### src/rtl/parammod_pkg.sv
// Shared definitions for the cnt_bits family: counted-bit polarity and the
// frame accumulator's FSM state encoding.
package parammod_pkg;
  localparam logic HIGH = 1'b1;
  localparam logic LOW  = 1'b0;

  typedef enum logic {CBA_RUN, CBA_HOLD} cba_state_t;
endpackage

### src/rtl/cnt_bits.sv
// Combinational population count of ACT-valued bits in an IN-bit slice.
module cnt_bits
  import parammod_pkg::*;
#(
  parameter int   IN  = 5,
  parameter logic ACT = HIGH,
  localparam int  OW  = $clog2(IN) + 1
) (
  input  logic [IN-1:0] in,
  output logic [OW-1:0] out
);

  always_comb begin
    out = '0;
    for (int i = 0; i < IN; i++)
      if (in[i] == ACT) out = out + OW'(1);
  end

endmodule

### src/rtl/cnt_bits_acc.sv
// Frame-level popcount accumulator: sums cnt_bits over slices until in_last
// or FRAME slices, then holds the total on a valid/ready output.
module cnt_bits_acc
  import parammod_pkg::*;
#(
  parameter int   IN    = 5,
  parameter logic ACT   = HIGH,
  parameter int   FRAME = 4,
  parameter int   SW    = $clog2(FRAME + 1),
  parameter int   CW    = $clog2(IN * FRAME + 1)
) (
  input  logic          clk,
  input  logic          reset,
  input  logic          in_valid,
  output logic          in_ready,
  input  logic [IN-1:0] in,
  input  logic          in_last,
  output logic          out_valid,
  input  logic          out_ready,
  output logic [CW-1:0] out,
  output logic [SW-1:0] out_nslice,
  output logic          out_ovf
);

  localparam int PW = $clog2(IN) + 1;

  cba_state_t    state, state_nxt;
  logic [CW-1:0] acc;
  logic [SW-1:0] nslice;
  logic          ovf;
  logic [PW-1:0] cnt;
  logic          accept, close;

  cnt_bits #(.IN(IN), .ACT(ACT)) u_cnt (.in(in), .out(cnt));

  assign accept = in_valid && in_ready;
  // A frame closes on in_last or when this beat fills the last slot.
  assign close  = accept && (in_last || (nslice == SW'(FRAME - 1)));

  always_ff @(posedge clk) begin
    if (reset) state <= CBA_RUN;
    else       state <= state_nxt;
  end

  always_comb begin
    state_nxt = state;
    case (state)
      CBA_RUN:  if (close)     state_nxt = CBA_HOLD;
      CBA_HOLD: if (out_ready) state_nxt = CBA_RUN;
      default:                 state_nxt = CBA_RUN;
    endcase
  end

  always_comb begin
    in_ready  = 1'b0;
    out_valid = 1'b0;
    case (state)
      CBA_RUN:  in_ready  = 1'b1;
      CBA_HOLD: out_valid = 1'b1;
      default:  ;
    endcase
  end

  // cnt never exceeds IN, so the CW cast is lossless even when CW < PW.
  always_ff @(posedge clk) begin
    if (reset) begin
      acc    <= '0;
      nslice <= '0;
      ovf    <= 1'b0;
    end else if (state == CBA_RUN) begin
      if (accept) begin
        acc    <= acc + CW'(cnt);
        nslice <= nslice + SW'(1);
        if (close) ovf <= !in_last;
      end
    end else if (out_ready) begin
      acc    <= '0;
      nslice <= '0;
      ovf    <= 1'b0;
    end
  end

  assign out        = acc;
  assign out_nslice = nslice;
  assign out_ovf    = ovf;

endmodule

### config.mk
export PLATFORM = sky130hd
export DESIGN_NAME = cnt_bits_acc
export DESIGN_NICKNAME = d
export VERILOG_FILES = /design/src/rtl/parammod_pkg.sv /design/src/rtl/cnt_bits.sv /design/src/rtl/cnt_bits_acc.sv
export SDC_FILE = /design/constraint.sdc
export NUM_CORES = 1
export LEC_CHECK = 0
export ABC_AREA = 1
export CORE_MARGIN = 5
export CORE_UTILIZATION = 47
export DETAILED_ROUTE_END_ITERATION = 7
export PLACE_DENSITY_LB_ADDON = 0.12
export SETUP_SLACK_MARGIN = 0.05
export SYNTH_ARGS = -nofsm -noshare
export SYNTH_HDL_FRONTEND = slang
export SYNTH_HIERARCHICAL = 1
export SYNTH_SLANG_ARGS = --single-unit
### constraint.sdc
create_clock -name clk -period 3.2 [get_ports clk]
set_input_delay 0.32 -clock clk [delete_from_list [all_inputs] [get_ports clk]]
set_output_delay 0.32 -clock clk [all_outputs]
set_load 0.005 [all_outputs]
==> reports/qor.yml, run 1 <==
critical_path:
  reg2reg_from: "out[0]"
  start_kind: "primary input"
  cp.arrival_ns: 3.15
  cp-endpoint: "out[4]"
  cp_max_fo: 3
  r2r_end: "out[4]"
  reg2regPathDepth: 8
  criticalPathCategory: "primary input to flop"
  r2r_slack_ns: 1.66
  required_ns: 3.37
  worstSetupEndpointType: "flop"
  startpoint: "in[0]"
pwr:
  power_density_nw_per_um2: 366
  p_leak_nw: 0.542
  combPwrFrac_pct: 35.2
  intPower_mw: 0.272
  swShare_pct: 31.9
  max-vdd-ir-drop_uv: 234
  p_seq_share_pct: 35.7
  clkPwrFrac_pct: 29.2
  power_switching_mw: 0.127
floorplanning:
  row_count: 15
  dieArea_sq_um: 2690
  ioPinCount: 21
  die_w_um: 51.8
  start_util_pct: 48.7
  die_h_um: 51.8
  core_area_sq_um: 1690
clocking:
  ctsResizeCount: 0
  post_cts_buffers: 0
  cts_buffers: 3
  ctsRootBufferMaster: "clkbuf_4"
  clockBufferDepth: 2
  cts_hold_buffers: 0
  insertion_delay_ns: 0.27
  tritoncts: "built"
  h-tree-depth: 1
  cts_sinks: 10
  cts.reportedPaths.clkPinSlew_ns: 0.07
sta:
  fin_setup_tns_ns: 0
  max_clock_freq_mhz: 336
  setup_viol: 0
  period_minus_slack_ns: 2.98
  fin_skew_ns: 0.00805
  relSlewSlack_pct: 76.9
  finalMaxSlewViolations: 0
  tightest_slew_ns: 0.345
  fin_crit_sh_pct: 93.0
  hold_viol: 0
  rsz0062_at_grt: "false"
place:
  port_buffers: 20
  placed_cells: 158
  globalplace.congestion: 0.820
  hpwl_um: 1480
synthesis:
  syn-mean-instance-area_sq_um: 6.85
  synth_cell_types: 24
  ys_seq_elements: 10
  ys_seq_area_share_pct: 24.4
  synth_area_leaders: "dfxtp_1, ha_1, nand2_1, inv_1, a21oi_1"
  ys.warnings.count: 6
  synth_top_area_share_pct: 24.4
  synthesis.area_sq_um: 822
  synth_area_leader_cell: "dfxtp_1"
  syn_inst: 120
  synth_fp_nets: 142
layout:
  stdcell_count: 162
  drive_above_1_share_pct: 12.4
  antenna_cells: 0
  area_growth_pct: 32.6
  fin_util_pct: 64.5
  fill_cells: 160
  layout.nets: 168
grt:
  grt_pass1_vias: 731
  track_usage_pct: 14.9
  grt_pass1_wl_um: 3010
  antenna_found_initial: 0
  gr-total-overflow: 0
  grt_max_degree: 9
detailed_routing:
  ant_nets: 0
  remaining_drc_errors: 0
  dr.pass1.iters: 4
  wl_per_cell_um: 10.9
  drt_iter0_drc: 8
  num_vias: 809
  post_drt_via_cell_ratio: 4.99
  wl_um: 1760
hold_path:
  hold_start: "out_ovf"
  min_path_type: "flop to flop"
status:
  status: "finished, final reports clean"
flow_run:
  maxCapViolCount: 0
layout make-up:
type	instances	area [sq um]	area share [%]
Multi-Input combinational cell	85	526	48.2
Tap cell	17	21.3	1.95
Sequential cell	10	200	18.4
Timing Repair Buffer	22	215	19.7
Inverter	24	91.3	8.38
Clock buffer	4	36.3	3.33
how the worst min path moves through the flow:
stage              end  slack (ns)  cells after the start
6_report       out_ovf        0.47                      2
5_1_grt        out_ovf        0.49                      2
4_1_cts        out_ovf        0.47                      2
3_5_place_dp   out_ovf        0.46                      2
3_3_place_gp   out_ovf        0.45                      2
2_1_floorplan  out_ovf        0.46                      2
critical path, stage by stage:
cell	delay, ns
clkdlybuf4s50_1	0.48
inv_1	0.05
ha_1	0.32
inv_1	0.06
nand2_1	0.06
nand2_1	0.08
inv_1	0.05
ha_1	0.26
nand2_1	0.06
nand2_1	0.09
ha_1	0.28
nand2_1	0.04
nand2_1	0.10
inv_1	0.06
fa_1	0.41
nand3b_1	0.17
nand2_1	0.10
nand3_1	0.07
nand2_1	0.06
nor2_1	0.04
cells in the final DEF (no fill, tap or decap), types with 3 or more instances in the layout:
master,netlist,layout
a21oi_1,8,8
clkbuf_4,0,3
clkdlybuf4s50_1,0,20
dfxtp_1,10,10
ha_1,11,11
inv_1,21,21
nand2_1,36,36
nand3_1,8,8
nand3_2,3,3
nor2_1,4,4
state kept, by name, indices dropped and copies added, names as in the netlist:
register	cells
state	1
out_nslice	3
out_ovf	1
out	5
metal layers:
metal / share of wire [%] / GRT usage, %
met1: 44 / 16.2
met2: 51 / 27.8
met3: 4.2 / 4.30
met4: 0.91 / 3.93
met5: 0 / 0
Yosys cell counts, drive strengths merged:
cell	instances
fa	1
o21ai	2
a21oi	9
inv	23
nor2	5
ha	11
a22oi	1
dfxtp	10
clkbuf	1
nand3	11
nand2	39
clkinv	1
xnor2	1
o22ai	2
or2	1
o21a	1
nand3b	1
power by group through the flow:
stage | combinational, mW | clock [mW] | sequential (mW)
floorplan | 0.0875 | 0 | 0.145
global placement | 0.137 | 0 | 0.145
detailed placement | 0.141 | 0 | 0.145
CTS | 0.142 | 0.118 | 0.142
global route | 0.158 | 0.125 | 0.144
finish | 0.140 | 0.116 | 0.142
metrics by stage:
step	hold slack, ns	power, mW	setup slack [ns]	cell area [sq um]
after floorplan	0.457	0.232	0.624	822
after global placement	0.450	0.282	-0.00236	1050
after detailed placement	0.459	0.287	-0.0698	1050
after CTS	0.471	0.403	0.217	1090
after global routing	0.493	0.427	0.0525	1090
final	0.465	0.399	0.223	1090
cells by family after synthesis:
group                      Yosys count  share of synthesized area [%]
AOI/OAI and AO/OA                   15                           11.0
xor gates and xnor gates             1                           1.07
adders and majority gates           12                           19.2
buffers and inverters               25                           11.7
DFF                                 10                           24.4
and+or+nand+nor                     57                           32.7
No activity file was read; power rests on OpenSTA's default activity.
==> inputs of run 2 (changes only) <==
REMOVE_ABC_BUFFERS = 1   (was default)
==> run 2 against run 1 <==
Clock power down 25%. Sequential share of layout area down 0.37 points. Sequential power about the same. Cell count up 1.9%. Clock-buffer cell count down 1. Maximum frequency up 3.2%. Sequential cell count unchanged.
==> reports/qor.yml, run 2 (synthesis results as in run 1) <==
flow_run:
  maxCapViolCount: 0  # unchanged
place:
  port_buffers: 20  # unchanged
  post-place-ws_ns: -0.0317  # +0.0380 ns
  globalplace.congestion: 0.792  # -3.4%
  hpwl_um: 1530  # +3.0%
  placed_cell_area_sq_um: 1080  # +2.9%
critical_path:
  cp_max_fo: 3  # unchanged
  worstSetupEndpointType: "flop"
  cp.depth: 20  # unchanged
  path_cells: "clkdlybuf4s50_1, inv_1, ha_1, inv_1, nand2_1, nand2_1, inv_1, ha_1, nand2_1, nand2_1, ha_1, nand2_1, nand2_1, inv_1, fa_2, nand3b_1, nand2_1, nand3_1, nand2_1, nor2_1"
  worst-path-buf-inv: 5  # unchanged
  cp_common_cell: "nand2_1"
  cp.arrival_ns: 3.05  # -0.10 ns
  criticalPathCategory: "primary input to flop"
  cp_slowest_stage_delay_ns: 0.47  # about the same
  reg2regPathDepth: 8  # unchanged
  path_delay_family: "adder cells"
  cpMaxStageDelayCell: "clkdlybuf4s50_1"
  startpoint: "in[0]"
  required_ns: 3.36  # about the same
  reg2reg_from: "out[0]"
  start_kind: "primary input"
floorplanning:
  die_w_um: 51.8  # unchanged
  die_h_um: 51.8  # unchanged
  start_util_pct: 48.7  # unchanged
  ioPinCount: 21  # unchanged
  dieArea_sq_um: 2690  # unchanged
  core_area_sq_um: 1690  # unchanged
  row_count: 15  # unchanged
hold_path:
  min_path_type: "flop to flop"
  hold_start: "out_ovf"
  worstHoldPathCells: 2  # unchanged
grt:
  top_usage_layer: "met2"
  antenna_found_initial: 0  # unchanged
  gr-total-overflow: 0  # unchanged
  track_usage_pct: 15.1  # +0.15 points
  grt_pass1_vias: 758  # +3.7%
  grt_max_degree: 9  # unchanged
  grt.met2_usage_pct: 27.8  # unchanged
  grt_pass1_wl_um: 3090  # +2.8%
  grt_use_met3_pct: 4.58  # +0.29 points
  grt_util_met1_pct: 17.5  # +1.3 points
sta:
  setup_ws_ns: 0.316  # +0.0935 ns
  period_minus_slack_ns: 2.88  # -0.0935 ns
  rsz0062_at_grt: "false"
  tightest_slew_ns: 0.374  # +0.0284 ns
  fin_skew_ns: 0.00264  # -0.00540 ns
  relSlewSlack_pct: 75.0  # -1.9 points
  setup_viol: 0  # unchanged
  hold_viol: 0  # unchanged
  fin_crit_sh_pct: 90.1  # -2.9 points
  fin_setup_tns_ns: 0  # unchanged
  finalMaxSlewViolations: 0  # unchanged
  max_clock_freq_mhz: 347  # +3.2%
detailed_routing:
  wl_per_cell_um: 10.7  # -1.3%
  post_drt_via_cell_ratio: 4.99  # about the same
  remaining_drc_errors: 0  # unchanged
  ant_nets: 0  # unchanged
  dr.pass1.iters: 4  # unchanged
  drt_iter0_drc: 14  # +6
  wl_um: 1770  # +0.51%
  num_vias: 824  # +1.9%
pwr:
  power_density_nw_per_um2: 341  # -6.8%
  p_leak_nw: 0.553  # +2.1%
  fin_total_pwr_mw: 0.379  # -4.9%
  max-vdd-ir-drop_uv: 213  # -9.1%
layout:
  area_growth_pct: 35.3
  antenna_cells: 0  # unchanged
  drive_above_1_share_pct: 15.5  # +3.1 points
  largest_register_ffs: 5  # unchanged
  final_common_cell: "nand2_1"
  mostFrequentLayoutCells: "nand2_1, inv_1, clkdlybuf4s50_1"
  post-route-cell-area_sq_um: 1110  # +2.1%
  layout.nets: 172  # +2.4%
clocking:
  tritoncts: "built"
  h-tree-depth: 1  # unchanged
  cts_sinks: 10  # unchanged
  cts_buffers: 3  # unchanged
  clockBufferDepth: 2  # unchanged
  cts.reportedPaths.clkPinSlew_ns: 0.07  # about the same
  cts_hold_buffers: 0  # unchanged
  insertion_delay_ns: 0.27  # about the same
  ctsRootBufferMaster: "clkbuf_4"
status:
  status: "finished, final reports clean"
[run 2: final timing paths]
check             to  slack (ns)
max           out[4]        0.32
min          out_ovf        0.46
min reg2reg  out_ovf        0.46
max reg2reg   out[4]        1.68
[run 2: cell type report]
class | count | area [sq um]
fillers | 158 | 577
flip-flops and latches | 10 | 200
repair buffers | 26 | 245
well taps | 17 | 21.3
clock buffers | 3 | 22.5
inverters | 24 | 91.3
multi-input cells | 85 | 532
[run 2: routing by layer]
layer  routed length (um)  part of all wire [%]
met3                   78                   4.4
met1                  757                    43
met2                  932                    53
met4                    0                     0
met5                    0                     0
[run 2: metrics by stage]
step                      hold slack, ns  utilization [%]  std cells
final                              0.460             65.9        165
after global routing               0.506             65.9        165
after CTS                          0.461             65.5        165
after detailed placement           0.451             64.1        162
after global placement             0.450             64.1        162
after floorplan                    0.382                -        119
[run 2: repair_timing]
item | in CTS | in global routing
setup endpoints to repair | 0 | 2
setup buffers | 0 | 0
gates resized for setup | 0 | 2
[run 2: worst reg2reg max path, delay by kind of cell, from the launching register on]
kind | cells | cell delay [ns]
adders and majority gates | 2 | 0.55
and+or+nand+nor | 5 | 0.44
DFF | 1 | 0.36
buffers and inverters | 1 | 0.07
[run 2: power by group]
part	total [mW]	internal, mW	switching, mW
combinational	0.149	0.0760	0.0734
sequential	0.142	0.134	0.00810
clock	0.0872	0.0435	0.0437
total	0.379	0.254	0.125
==> inputs of run 3 (changes only) <==
CORE_UTILIZATION = 50   (was 47)
CTS_BUF_LIST = sky130_fd_sc_hd__clkbuf_4   (was default)
==> run 3 against run 2 <==
Power rose by 0.54%. Core utilization up 6.6 points. Critical path type unchanged. Hold slack better by 0.0035 ns. Largest cell class unchanged. Clock skew barely moved. Critical endpoint unchanged. Maximum frequency increased by 2.2%. Cell count decreased by 0.61%. Non-clock buffer count decreased by 1. First-iteration DRC count is 7.1% lower. Wire length fell by 0.17%. Sequential power about the same.
==> reports/qor.yml, run 3 (synthesis results as in run 1) <==
status:
  status: "finished, final reports clean"
detailed_routing:
  wl_per_cell_um: 10.8  # +0.44%
  wl_um: 1770  # -0.17%
  remaining_drc_errors: 0  # unchanged
  ant_nets: 0  # unchanged
  post_drt_via_cell_ratio: 4.87  # -2.4%
  dr.pass1.iters: 4  # unchanged
  num_vias: 799  # -3.0%
  drt_iter0_drc: 13  # -1
floorplanning:
  ioPinCount: 21  # unchanged
  start_util_pct: 53.3  # +4.7 points
  row_count: 14  # -1
  die_h_um: 50.5  # -2.5%
  die_w_um: 50.5  # -2.5%
  dieArea_sq_um: 2550  # -4.9%
  core_area_sq_um: 1540  # -8.7%
layout:
  drive_above_1_share_pct: 14.9  # -0.68 points
  antenna_cells: 0  # unchanged
  mostFrequentLayoutCells: "nand2_1, inv_1, clkdlybuf4s50_1"
  area_growth_pct: 35.8
  final_common_cell: "nand2_1"
  post-route-cell-area_sq_um: 1120  # +0.34%
  fill_cells: 139  # -12%
  largest_register_ffs: 5  # unchanged
  layout.nets: 171  # -0.58%
  fin_util_pct: 72.4  # +6.6 points
pwr:
  swShare_pct: 33.2  # +0.13 points
  power_switching_mw: 0.126  # +0.93%
  intPower_mw: 0.255  # +0.35%
  p_seq_share_pct: 37.2  # -0.4 points
  power_density_nw_per_um2: 341  # +0.20%
  fin_total_pwr_mw: 0.381  # +0.54%
  p_leak_nw: 0.550  # -0.49%
  max-vdd-ir-drop_uv: 322  # +52%
  combPwrFrac_pct: 39.2  # -0.2 points
  clkPwrFrac_pct: 23.6  # +0.6 points
clocking:
  tritoncts: "built"
  cts_hold_buffers: 0  # unchanged
  cts_sinks: 10  # unchanged
  ctsResizeCount: 0  # unchanged
  insertion_delay_ns: 0.27  # about the same
  post_cts_buffers: 0  # unchanged
  h-tree-depth: 1  # unchanged
  ctsRootBufferMaster: "clkbuf_4"
  clockBufferDepth: 2  # unchanged
  cts_buffers: 3  # unchanged
  cts.reportedPaths.clkPinSlew_ns: 0.06  # about the same
grt:
  grt_max_degree: 9  # unchanged
  track_usage_pct: 14.9  # -0.20 points
  gr-total-overflow: 0  # unchanged
  grt_pass1_vias: 736  # -2.9%
  grt_pass1_wl_um: 2970  # -3.8%
  antenna_found_initial: 0  # unchanged
critical_path:
  criticalPathCategory: "primary input to flop"
  start_kind: "primary input"
  required_ns: 3.36  # about the same
  cp_max_fo: 3  # unchanged
  cp.arrival_ns: 2.98  # -0.07 ns
  worstSetupEndpointType: "flop"
sta:
  period_minus_slack_ns: 2.82  # -0.0620 ns
  relSlewSlack_pct: 77.7  # +2.6 points
  rsz0062_at_grt: "false"
  fin_skew_ns: 0.00222  # -0.000424 ns
  fin_crit_sh_pct: 88.2  # -1.9 points
  max_clock_freq_mhz: 354  # +2.2%
  setup_viol: 0  # unchanged
  fin_setup_tns_ns: 0  # unchanged
  tightest_slew_ns: 0.334  # -0.0396 ns
  finalMaxSlewViolations: 0  # unchanged
  hold_viol: 0  # unchanged
  setup_ws_ns: 0.378  # +0.0620 ns
place:
  globalplace.congestion: 0.776  # -2.0%
  port_buffers: 20  # unchanged
  placed_cell_area_sq_um: 1070  # -0.81%
  hpwl_um: 1460  # -4.4%
  post-place-ws_ns: -0.0356  # -0.00393 ns
hold_path:
  min_path_type: "flop to flop"
flow_run:
  maxCapViolCount: 0  # unchanged
==> run 3: cell count changes in the layout (fill, tap and decap cells not counted) <==
cell	before	now
a21oi_1	7	8
a21oi_2	2	1
buf_4	6	5
clkinv_1	0	1
ha_1	11	10
ha_4	0	1
==> run 3: per-stage QoR <==
| step | hold WS (ns) | instances |
|---|---|---|
| 2_1_floorplan | 0.382 | 119 |
| 3_3_place_gp | 0.450 | 160 |
| 3_5_place_dp | 0.456 | 160 |
| 4_1_cts | 0.466 | 164 |
| 5_1_grt | 0.490 | 164 |
| 6_report | 0.463 | 164 |
==> run 3: metal layers <==
| metal | routed length [um] | vias to the layer above | global-route usage [%] |
|---|---|---|---|
| met5 | 0 | - | 0 |
| met4 | 6 | 0 | 4.68 |
| met3 | 122 | 2 | 5.92 |
| met2 | 798 | 18 | 22.7 |
| met1 | 839 | 346 | 19.1 |
| li1 | - | 433 | - |
==> run 3: power groups by stage <==
stage | clock (mW) | sequential (mW) | combinational (mW)
after floorplan | 0 | 0.145 | 0.0860
after global placement | 0 | 0.145 | 0.142
after detailed placement | 0 | 0.145 | 0.146
after CTS | 0.0925 | 0.142 | 0.148
after global routing | 0.100 | 0.143 | 0.169
final | 0.0899 | 0.142 | 0.149
==> run 3: layout make-up <==
class / instances / area, sq um / share of cell area [%]
Timing Repair Buffer: 25 / 238 / 21.3
Clock buffer: 3 / 22.5 / 2.02
Sequential cell: 10 / 200 / 17.9
Clock inverter: 1 / 3.75 / 0.336
Tap cell: 16 / 20.0 / 1.79
Multi-Input combinational cell: 85 / 541 / 48.4
Inverter: 24 / 91.3 / 8.18
==> run 3: final timing paths <==
check / startpoint / endpoint / slack [ns] / depth (start not counted)
worst max-delay path: in[0] / out[4] / 0.38 / 20
worst min-delay path: out_ovf / out_ovf / 0.46 / 2
worst max register to register: out[0] / out[4] / 1.72 / 8
worst min register to register: out_ovf / out_ovf / 0.46 / 2
==> run 3: worst max-delay path, stage by stage <==
cell	delay [ns]
clkdlybuf4s50_1	0.48
inv_1	0.07
ha_4	0.24
inv_1	0.05
nand2_1	0.05
nand2_1	0.08
inv_1	0.04
ha_1	0.26
nand2_1	0.06
nand2_1	0.07
ha_1	0.27
nand2_1	0.05
nand2_1	0.09
inv_1	0.06
fa_2	0.36
nand3b_1	0.16
nand2_1	0.10
nand3_1	0.07
nand2_1	0.06
nor2_1	0.04
